## src/rtl/mask_merge.sv

```systemverilog
// Field mask/merge stage: rotates the incoming byte into an L-bit field at pos and merges it into dest_in or zero-fills around it.
// Optional parity output is enabled with `define MASK_MERGE_PARITY_EN.
module mask_merge #(
    parameter int WIDTH = 8
) (
    input  logic             clk,
    input  logic             rst,
    input  logic             data_hazard,
    input  logic             valid_in,
    input  logic [WIDTH-1:0] rotate_in,
    input  logic [WIDTH-1:0] dest_in,
    input  logic [2:0]       L,
    input  logic [2:0]       pos,
    input  logic             merge_en,
    output logic [WIDTH-1:0] merge_out,
    output logic             valid_out
`ifdef MASK_MERGE_PARITY_EN
    ,
    output logic             parity_out
`endif
);

    logic [3:0]         len_next;
    logic [2*WIDTH-1:0] rot_wide;
    logic [WIDTH-1:0]   shifted_next;
    logic [WIDTH-1:0]   mask_next;

    logic [WIDTH-1:0]   shifted_reg;
    logic [WIDTH-1:0]   mask_reg;
    logic [WIDTH-1:0]   dest_reg;
    logic               merge_en_reg;
    logic               valid_reg;
    logic [WIDTH-1:0]   merge_next;

    // L of zero encodes a full-width field
    assign len_next = (L == 3'd0) ? 4'd8 : {1'b0, L};

    // Left-rotate: upper half of the doubled byte shifted by pos
    assign rot_wide     = {rotate_in, rotate_in} << pos;
    assign shifted_next = rot_wide[2*WIDTH-1:WIDTH];

    // Offset wraps modulo 8 so fields crossing bit 7 continue at bit 0
    genvar gi;
    generate
        for (gi = 0; gi < WIDTH; gi++) begin : g_mask
            logic [2:0] offset;
            assign offset        = 3'(gi) - pos;
            assign mask_next[gi] = ({1'b0, offset} < len_next);
        end
    endgenerate

    assign merge_next = (shifted_reg & mask_reg)
                      | (merge_en_reg ? (dest_reg & ~mask_reg) : {WIDTH{1'b0}});

    always_ff @(posedge clk) begin
        if (rst) begin
            shifted_reg  <= '0;
            mask_reg     <= '0;
            dest_reg     <= '0;
            merge_en_reg <= 1'b0;
            valid_reg    <= 1'b0;
            merge_out    <= '0;
            valid_out    <= 1'b0;
`ifdef MASK_MERGE_PARITY_EN
            parity_out   <= 1'b0;
`endif
        end else if (!data_hazard) begin
            shifted_reg  <= shifted_next;
            mask_reg     <= mask_next;
            dest_reg     <= dest_in;
            merge_en_reg <= merge_en;
            valid_reg    <= valid_in;
            merge_out    <= merge_next;
            valid_out    <= valid_reg;
`ifdef MASK_MERGE_PARITY_EN
            parity_out   <= ^merge_next;
`endif
        end
    end

endmodule

```

## config.mk

```make
export PLATFORM = sky130hd
export DESIGN_NAME = mask_merge
export DESIGN_NICKNAME = d
export VERILOG_FILES = /design/src/rtl/mask_merge.sv
export SDC_FILE = /design/constraint.sdc
export NUM_CORES = 1
export LEC_CHECK = 0
export ABC_AREA = 1
export CORE_MARGIN = 3
export CORE_UTILIZATION = 40
export CTS_BUF_LIST = sky130_fd_sc_hd__clkbuf_4 sky130_fd_sc_hd__clkbuf_8
export DETAILED_ROUTE_END_ITERATION = 7
export PLACE_DENSITY_LB_ADDON = 0.2
export RECOVER_POWER = 100
export SLEW_MARGIN = 30
export SYNTH_ARGS = -nofsm -noshare
export SYNTH_HDL_FRONTEND = slang
export SYNTH_SLANG_ARGS = --single-unit
```

## constraint.sdc

```tcl
create_clock -name clk -period 2.3 [get_ports clk]
set_input_delay 0.23 -clock clk [delete_from_list [all_inputs] [get_ports clk]]
set_output_delay 0.23 -clock clk [all_outputs]
set_load 0.1 [all_outputs]
```

=== Word-level counts from Yosys, hierarchy flattened ===
Cells that the tools add are included.

* Output and inout bits: 9
* Register bits after elaboration: 35

* Add/sub/neg operators: 8
* Muxes and demuxes: 2
* Shift-type cells: 1
* Order comparisons: 8
* Bitwise logic cells: 4
* Reductions and logical operators: 1

{| class="wikitable"
|+ Operators with widths
! cell !! number
|-
| $lt A3 B4 Y1 || 8
|-
| $and A8 B8 Y8 || 2
|-
| $shl A16 B3 Y16 || 1
|-
| $sub A3 B3 Y3 const A || 4
|-
| $mux W8 || 1
|-
| $not A8 Y8 || 1
|-
| $or A8 B8 Y8 || 1
|-
| $sub A1 B3 Y3 const A || 2
|-
| $sub A2 B3 Y3 const A || 2
|-
| $mux W4 || 1
|-
| $logic_not A3 Y1 || 1
|}

=== Depth between registers and ports, before layout ===
* Word-level depth: 4
* Gate-level depth with buffers: 10

=== Worst setup path after synthesis ===
Ideal clock, no wire load.

* Kind: input port to flip-flop
* From: in pos[1]
* To: reg mask_reg[0]
* Stages: 9
* Path slack: 0.819 ns
* Data required time: 2.176 ns
* Arrival: 1.356 ns
* Path buffers: 1
* Cells stage by stage: buf_6 -> inv_2 -> ha_1 -> ha_1 -> inv_1 -> o21bai_1 -> nand2_1 -> nand2_1 -> a21oi_1

* Longest elaborated chain between the ends: 2

{| class="wikitable"
|+ RTL lines
! element !! line !! RTL
|-
| start: declaration || 13 || <nowiki>input logic [2:0] pos,</nowiki>
|-
| $sub A1 B3 Y3 || 47 || <nowiki>assign offset = 3'(gi) - pos;</nowiki>
|-
| $lt A3 B4 Y1 || 48 || <nowiki>assign mask_next[gi] = ({1'b0, offset} < len_next);</nowiki>
|-
| end signal: assignment || 69 || <nowiki>mask_reg <= mask_next;</nowiki>
|-
| end: declaration || 29 || <nowiki>logic [WIDTH-1:0] mask_reg;</nowiki>
|}

Every way passes these cells.
A chain may end at the register's enable or synchronous reset.

==> metrics.txt <==
# TYPE chip_impl_metric gauge
chip_impl_metric{name="setup_viol",unit=""} 0
chip_impl_metric{name="data_arrival_time_of_the_worst_path",unit="ps"} 2040
chip_impl_metric{name="clock_sink_count",unit=""} 35
chip_impl_metric{name="ctsHtreeMaxLevel",unit=""} 2
chip_impl_info{name="post-synth-top-count-cell",value="sky130_fd_sc_hd__nand3_1"} 1
chip_impl_metric{name="drtIter0Drc",unit=""} 82
chip_impl_metric{name="pin_count_of_the_biggest_net_entering_global_routing",unit=""} 31
chip_impl_metric{name="placement.cell_area",unit="sq um"} 2370
chip_impl_metric{name="synth_compound_gate_area_share",unit=""} 0.1864
chip_impl_metric{name="yosys-mux-area-fraction",unit=""} 0
chip_impl_metric{name="n_antenna_cell",unit=""} 0
chip_impl_metric{name="initial_cell_density_of_the_core",unit=""} 0.4180
chip_impl_metric{name="cts_hold_repair.buffers",unit=""} 0
chip_impl_metric{name="ant_nets",unit=""} 0
chip_impl_metric{name="clk_path_buf_depth",unit=""} 2
chip_impl_metric{name="cap_viol_max_count",unit=""} 0
chip_impl_metric{name="ys_seq_elements",unit=""} 35
chip_impl_metric{name="yosys.area.top_type_share",unit=""} 0.3502
chip_impl_metric{name="area_growth",unit="%"} 21.33
chip_impl_metric{name="synth_net_count",unit=""} 324
chip_impl_metric{name="clock_buffer_count_from_cts",unit=""} 5
chip_impl_metric{name="fin_worst_skew",unit="ps"} 3.988
chip_impl_metric{name="placement.io_buffers",unit=""} 35
chip_impl_metric{name="internal_power",unit="mW"} 1.132
chip_impl_info{name="rr_endpoint",value="merge_out[4]"} 1
chip_impl_metric{name="ctsResizeCount",unit=""} 0
chip_impl_metric{name="vias",unit=""} 1912
chip_impl_metric{name="max_freq",unit="MHz"} 538.0
chip_impl_metric{name="power.share.switching",unit=""} 0.2974
chip_impl_metric{name="critPathMaxFanout",unit=""} 30
chip_impl_metric{name="finalWeightedCongestion",unit=""} 0.7797
chip_impl_info{name="clock_tree_from_tritoncts",value="yes"} 1
chip_impl_metric{name="drc_errors",unit=""} 0
chip_impl_metric{name="synth.yosys.warnings",unit=""} 0
chip_impl_info{name="min_from",value="dest_reg[2]"} 1
chip_impl_metric{name="post_cts_buffers",unit=""} 0
chip_impl_info{name="ys_top_cells_by_area",value="sky130_fd_sc_hd__dfxtp_1 (35%), sky130_fd_sc_hd__nand3_1 (11%), sky130_fd_sc_hd__nand2_1 (8.1%), sky130_fd_sc_hd__a21oi_1 (7.5%), sky130_fd_sc_hd__ha_1 (6.3%)"} 1
chip_impl_metric{name="drt_first_pass_iters",unit=""} 4
chip_impl_metric{name="gr-usage-met2",unit=""} 0.2657
chip_impl_metric{name="share_seq_of_total_power",unit=""} 0.419
chip_impl_metric{name="reg2reg_setup_slack",unit="ps"} 1330
chip_impl_info{name="r2r_path_start",value="merge_en_reg"} 1
chip_impl_metric{name="power.ir.vdd_worst",unit="mV"} 0.3883
chip_impl_metric{name="totalWireLength",unit="mm"} 4.430
chip_impl_metric{name="post_synth_instance_area",unit="sq um"} 2001
chip_impl_metric{name="tightestPinTransition",unit="ps"} 1180
chip_impl_metric{name="drive_above_1_share",unit=""} 0.07764
chip_impl_metric{name="die_w",unit="microns"} 76.72
chip_impl_info{name="synthFlopType",value="sky130_fd_sc_hd__dfxtp_1"} 1
chip_impl_metric{name="share_comb_of_total_power",unit=""} 0.229
chip_impl_metric{name="final_sum_of_negative_setup_slack",unit="ps"} 0
chip_impl_metric{name="groute.usage.overall",unit=""} 0.1566
chip_impl_metric{name="xor_xnor_share_of_the_synthesized_area",unit=""} 0.004378
chip_impl_metric{name="clockPowerShare",unit=""} 0.352
chip_impl_metric{name="vias_in_the_first_global_route",unit=""} 1758
chip_impl_metric{name="die_h",unit="microns"} 76.72
chip_impl_metric{name="syn_inst",unit=""} 287
chip_impl_info{name="critical_path.endpoint_type",value="flop"} 1
chip_impl_info{name="holdCritPathClass",value="reg -> reg"} 1
chip_impl_info{name="criticalPathCategory",value="in -> reg"} 1
chip_impl_metric{name="adder_cell_area_share_of_the_yosys_netlist",unit=""} 0.06254
chip_impl_metric{name="initial_antenna_violation_count",unit=""} 0
chip_impl_metric{name="final_hold_viol_count",unit=""} 0
chip_impl_metric{name="fin_nets",unit=""} 358
chip_impl_info{name="rsz0062_at_grt",value="false"} 1
chip_impl_metric{name="post_synth_simple_gate_area",unit=""} 0.2702
chip_impl_info{name="cp_launch_type",value="input port"} 1
chip_impl_metric{name="finalInstanceArea",unit="sq um"} 2427
chip_impl_metric{name="clock_latency",unit="ps"} 280
chip_impl_metric{name="area_of_the_core_region",unit="sq um"} 4786
chip_impl_metric{name="max_slew_headroom",unit=""} 0.2168
chip_impl_metric{name="detail_route.wl_per_cell",unit="microns"} 11.39
chip_impl_info{name="post_synth_most_frequent_cells",value="sky130_fd_sc_hd__nand3_1 (44), sky130_fd_sc_hd__nand2_1 (43), sky130_fd_sc_hd__dfxtp_1 (35)"} 1
chip_impl_metric{name="top_level_ports",unit=""} 36
chip_impl_info{name="synth_area_leader_cell",value="sky130_fd_sc_hd__dfxtp_1"} 1
chip_impl_metric{name="synth_edf_count",unit=""} 0
chip_impl_metric{name="clkTransAtPathRegs",unit="ps"} 70
chip_impl_metric{name="avgViaCountPerCell",unit=""} 4.915
chip_impl_metric{name="syn_area_per_cell",unit="sq um"} 6.971
chip_impl_metric{name="dp.final_hpwl",unit="mm"} 3.412
chip_impl_info{name="layer_with_the_highest_usage_after_global_routing",value="met2"} 1
chip_impl_metric{name="netlist-cell-type-count",unit=""} 24
chip_impl_metric{name="synth_sequential_area_ratio",unit=""} 0.3502
chip_impl_info{name="hold-path-endpoint",value="dest_reg[2]"} 1
chip_impl_metric{name="holdPathStages",unit=""} 2
chip_impl_metric{name="synth_async_sr_flop_share",unit=""} 0
chip_impl_info{name="cts.root.buffer_cell",value="sky130_fd_sc_hd__clkbuf_8"} 1
chip_impl_metric{name="global_route.usage.met3",unit=""} 0.03873
chip_impl_info{name="synth_top_family_by_area",value="simple AND/OR/NAND/NOR gates"} 1
chip_impl_metric{name="final_max_slew_viol_count",unit=""} 0
chip_impl_metric{name="reg2regPathDepth",unit=""} 4
chip_impl_info{name="run_status",value="completed"} 1
chip_impl_metric{name="grt_pass1_wl",unit="mm"} 7.527
chip_impl_metric{name="power_leakage",unit="nW"} 1.134
chip_impl_metric{name="timing.final.crit_period",unit="ps"} 1859
chip_impl_metric{name="grt_overflow",unit=""} 0
chip_impl_metric{name="switchingPower",unit="mW"} 0.4792
chip_impl_metric{name="die_area",unit="sq um"} 5886
chip_impl_metric{name="cellPowerDensity",unit="nW/um^2"} 663.9
chip_impl_metric{name="std_cell_rows",unit=""} 25
chip_impl_metric{name="totalPowerFinal",unit="mW"} 1.612
chip_impl_metric{name="cp_required",unit="ps"} 2480
chip_impl_metric{name="use_met1",unit=""} 0.1935
chip_impl_metric{name="period_share",unit=""} 0.8081
-- layout make-up --
class	count	area, sq um
Clock inverter	2	35.03
Inverter	40	152.6
Tap cell	67	83.83
Timing Repair Buffer	41	336.6
Clock buffer	6	82.58
Multi-Input combinational cell	198	1036
Fill cell	488	2359
Sequential cell	35	700.7
-- through the flow --
stage,hold slack (ps),utilization,setup slack [ps],instances
floorplan,381.6,-,819.2,287
global placement,446.9,0.4952,376.3,381
detailed placement,451.9,0.4952,323.8,381
CTS,462.9,0.5197,621.4,389
global route,480.8,0.5072,266.9,389
finish,460.2,0.5072,441.3,389
-- power by group through the flow --
stage / clock network, mW / registers (mW) / logic, mW
after floorplan: 0 / 0.755 / 0.210
after global placement: 0 / 0.689 / 0.384
after detailed placement: 0 / 0.689 / 0.389
after CTS: 0.578 / 0.676 / 0.391
after global routing: 0.606 / 0.681 / 0.413
final: 0.567 / 0.675 / 0.370
-- critical path: stages --
cell	delay [ps]
sky130_fd_sc_hd__dlygate4sd3_1	650
sky130_fd_sc_hd__inv_1	310
sky130_fd_sc_hd__clkbuf_2	530
sky130_fd_sc_hd__nand3_1	180
sky130_fd_sc_hd__nand2_1	100
sky130_fd_sc_hd__inv_1	40
-- how the worst max path moves through the flow --
stage | start | to | slack (ps)
after global placement | pos[0] | mask_reg[2] | 380
after detailed placement | pos[0] | mask_reg[4] | 320
after global routing | data_hazard | shifted_reg[6] | 270
after floorplan | pos[1] | mask_reg[0] | 820
final | data_hazard | shifted_reg[6] | 440
after CTS | pos[0] | mask_reg[4] | 620
-- kinds of logic (layout without fill, tap and decap cells) --
kind of cell,Yosys count,in the layout
XOR/XNOR,1,1
adder cells (fa/ha/maj),10,10
flip-flops,35,35
AND/OR/NAND/NOR,121,121
buffers and inverters,54,89
AO/OA/AOI/OAI,66,66
-- cells in the final DEF, fill, tap and decap left out --
cell,instances
sky130_fd_sc_hd__a21oi_1,31
sky130_fd_sc_hd__a31oi_1,1
sky130_fd_sc_hd__a31oi_4,1
sky130_fd_sc_hd__buf_4,5
sky130_fd_sc_hd__bufinv_16,1
sky130_fd_sc_hd__clkbuf_1,9
sky130_fd_sc_hd__clkbuf_2,1
sky130_fd_sc_hd__clkbuf_8,6
sky130_fd_sc_hd__clkdlybuf4s50_1,24
sky130_fd_sc_hd__clkinv_2,1
sky130_fd_sc_hd__dfxtp_1,35
sky130_fd_sc_hd__dlygate4sd3_1,2
sky130_fd_sc_hd__ha_1,10
sky130_fd_sc_hd__inv_1,35
sky130_fd_sc_hd__inv_2,4
sky130_fd_sc_hd__inv_4,1
sky130_fd_sc_hd__nand2_1,43
sky130_fd_sc_hd__nand2_2,2
sky130_fd_sc_hd__nand2_4,2
sky130_fd_sc_hd__nand3_1,44
sky130_fd_sc_hd__nand3b_1,1
sky130_fd_sc_hd__nor2_1,23
sky130_fd_sc_hd__nor3_1,6
sky130_fd_sc_hd__o21ai_0,25
sky130_fd_sc_hd__o21ai_1,3
sky130_fd_sc_hd__o21ai_2,1
sky130_fd_sc_hd__o21bai_1,4
sky130_fd_sc_hd__xnor2_1,1
-- metal layers --
metal	up-vias	wire length, microns
li1	1007	-
met3	5	186
met2	39	2174
met1	861	2028
met4	0	41
met5	-	0
Note: power is estimated with default switching activity, not from simulation.
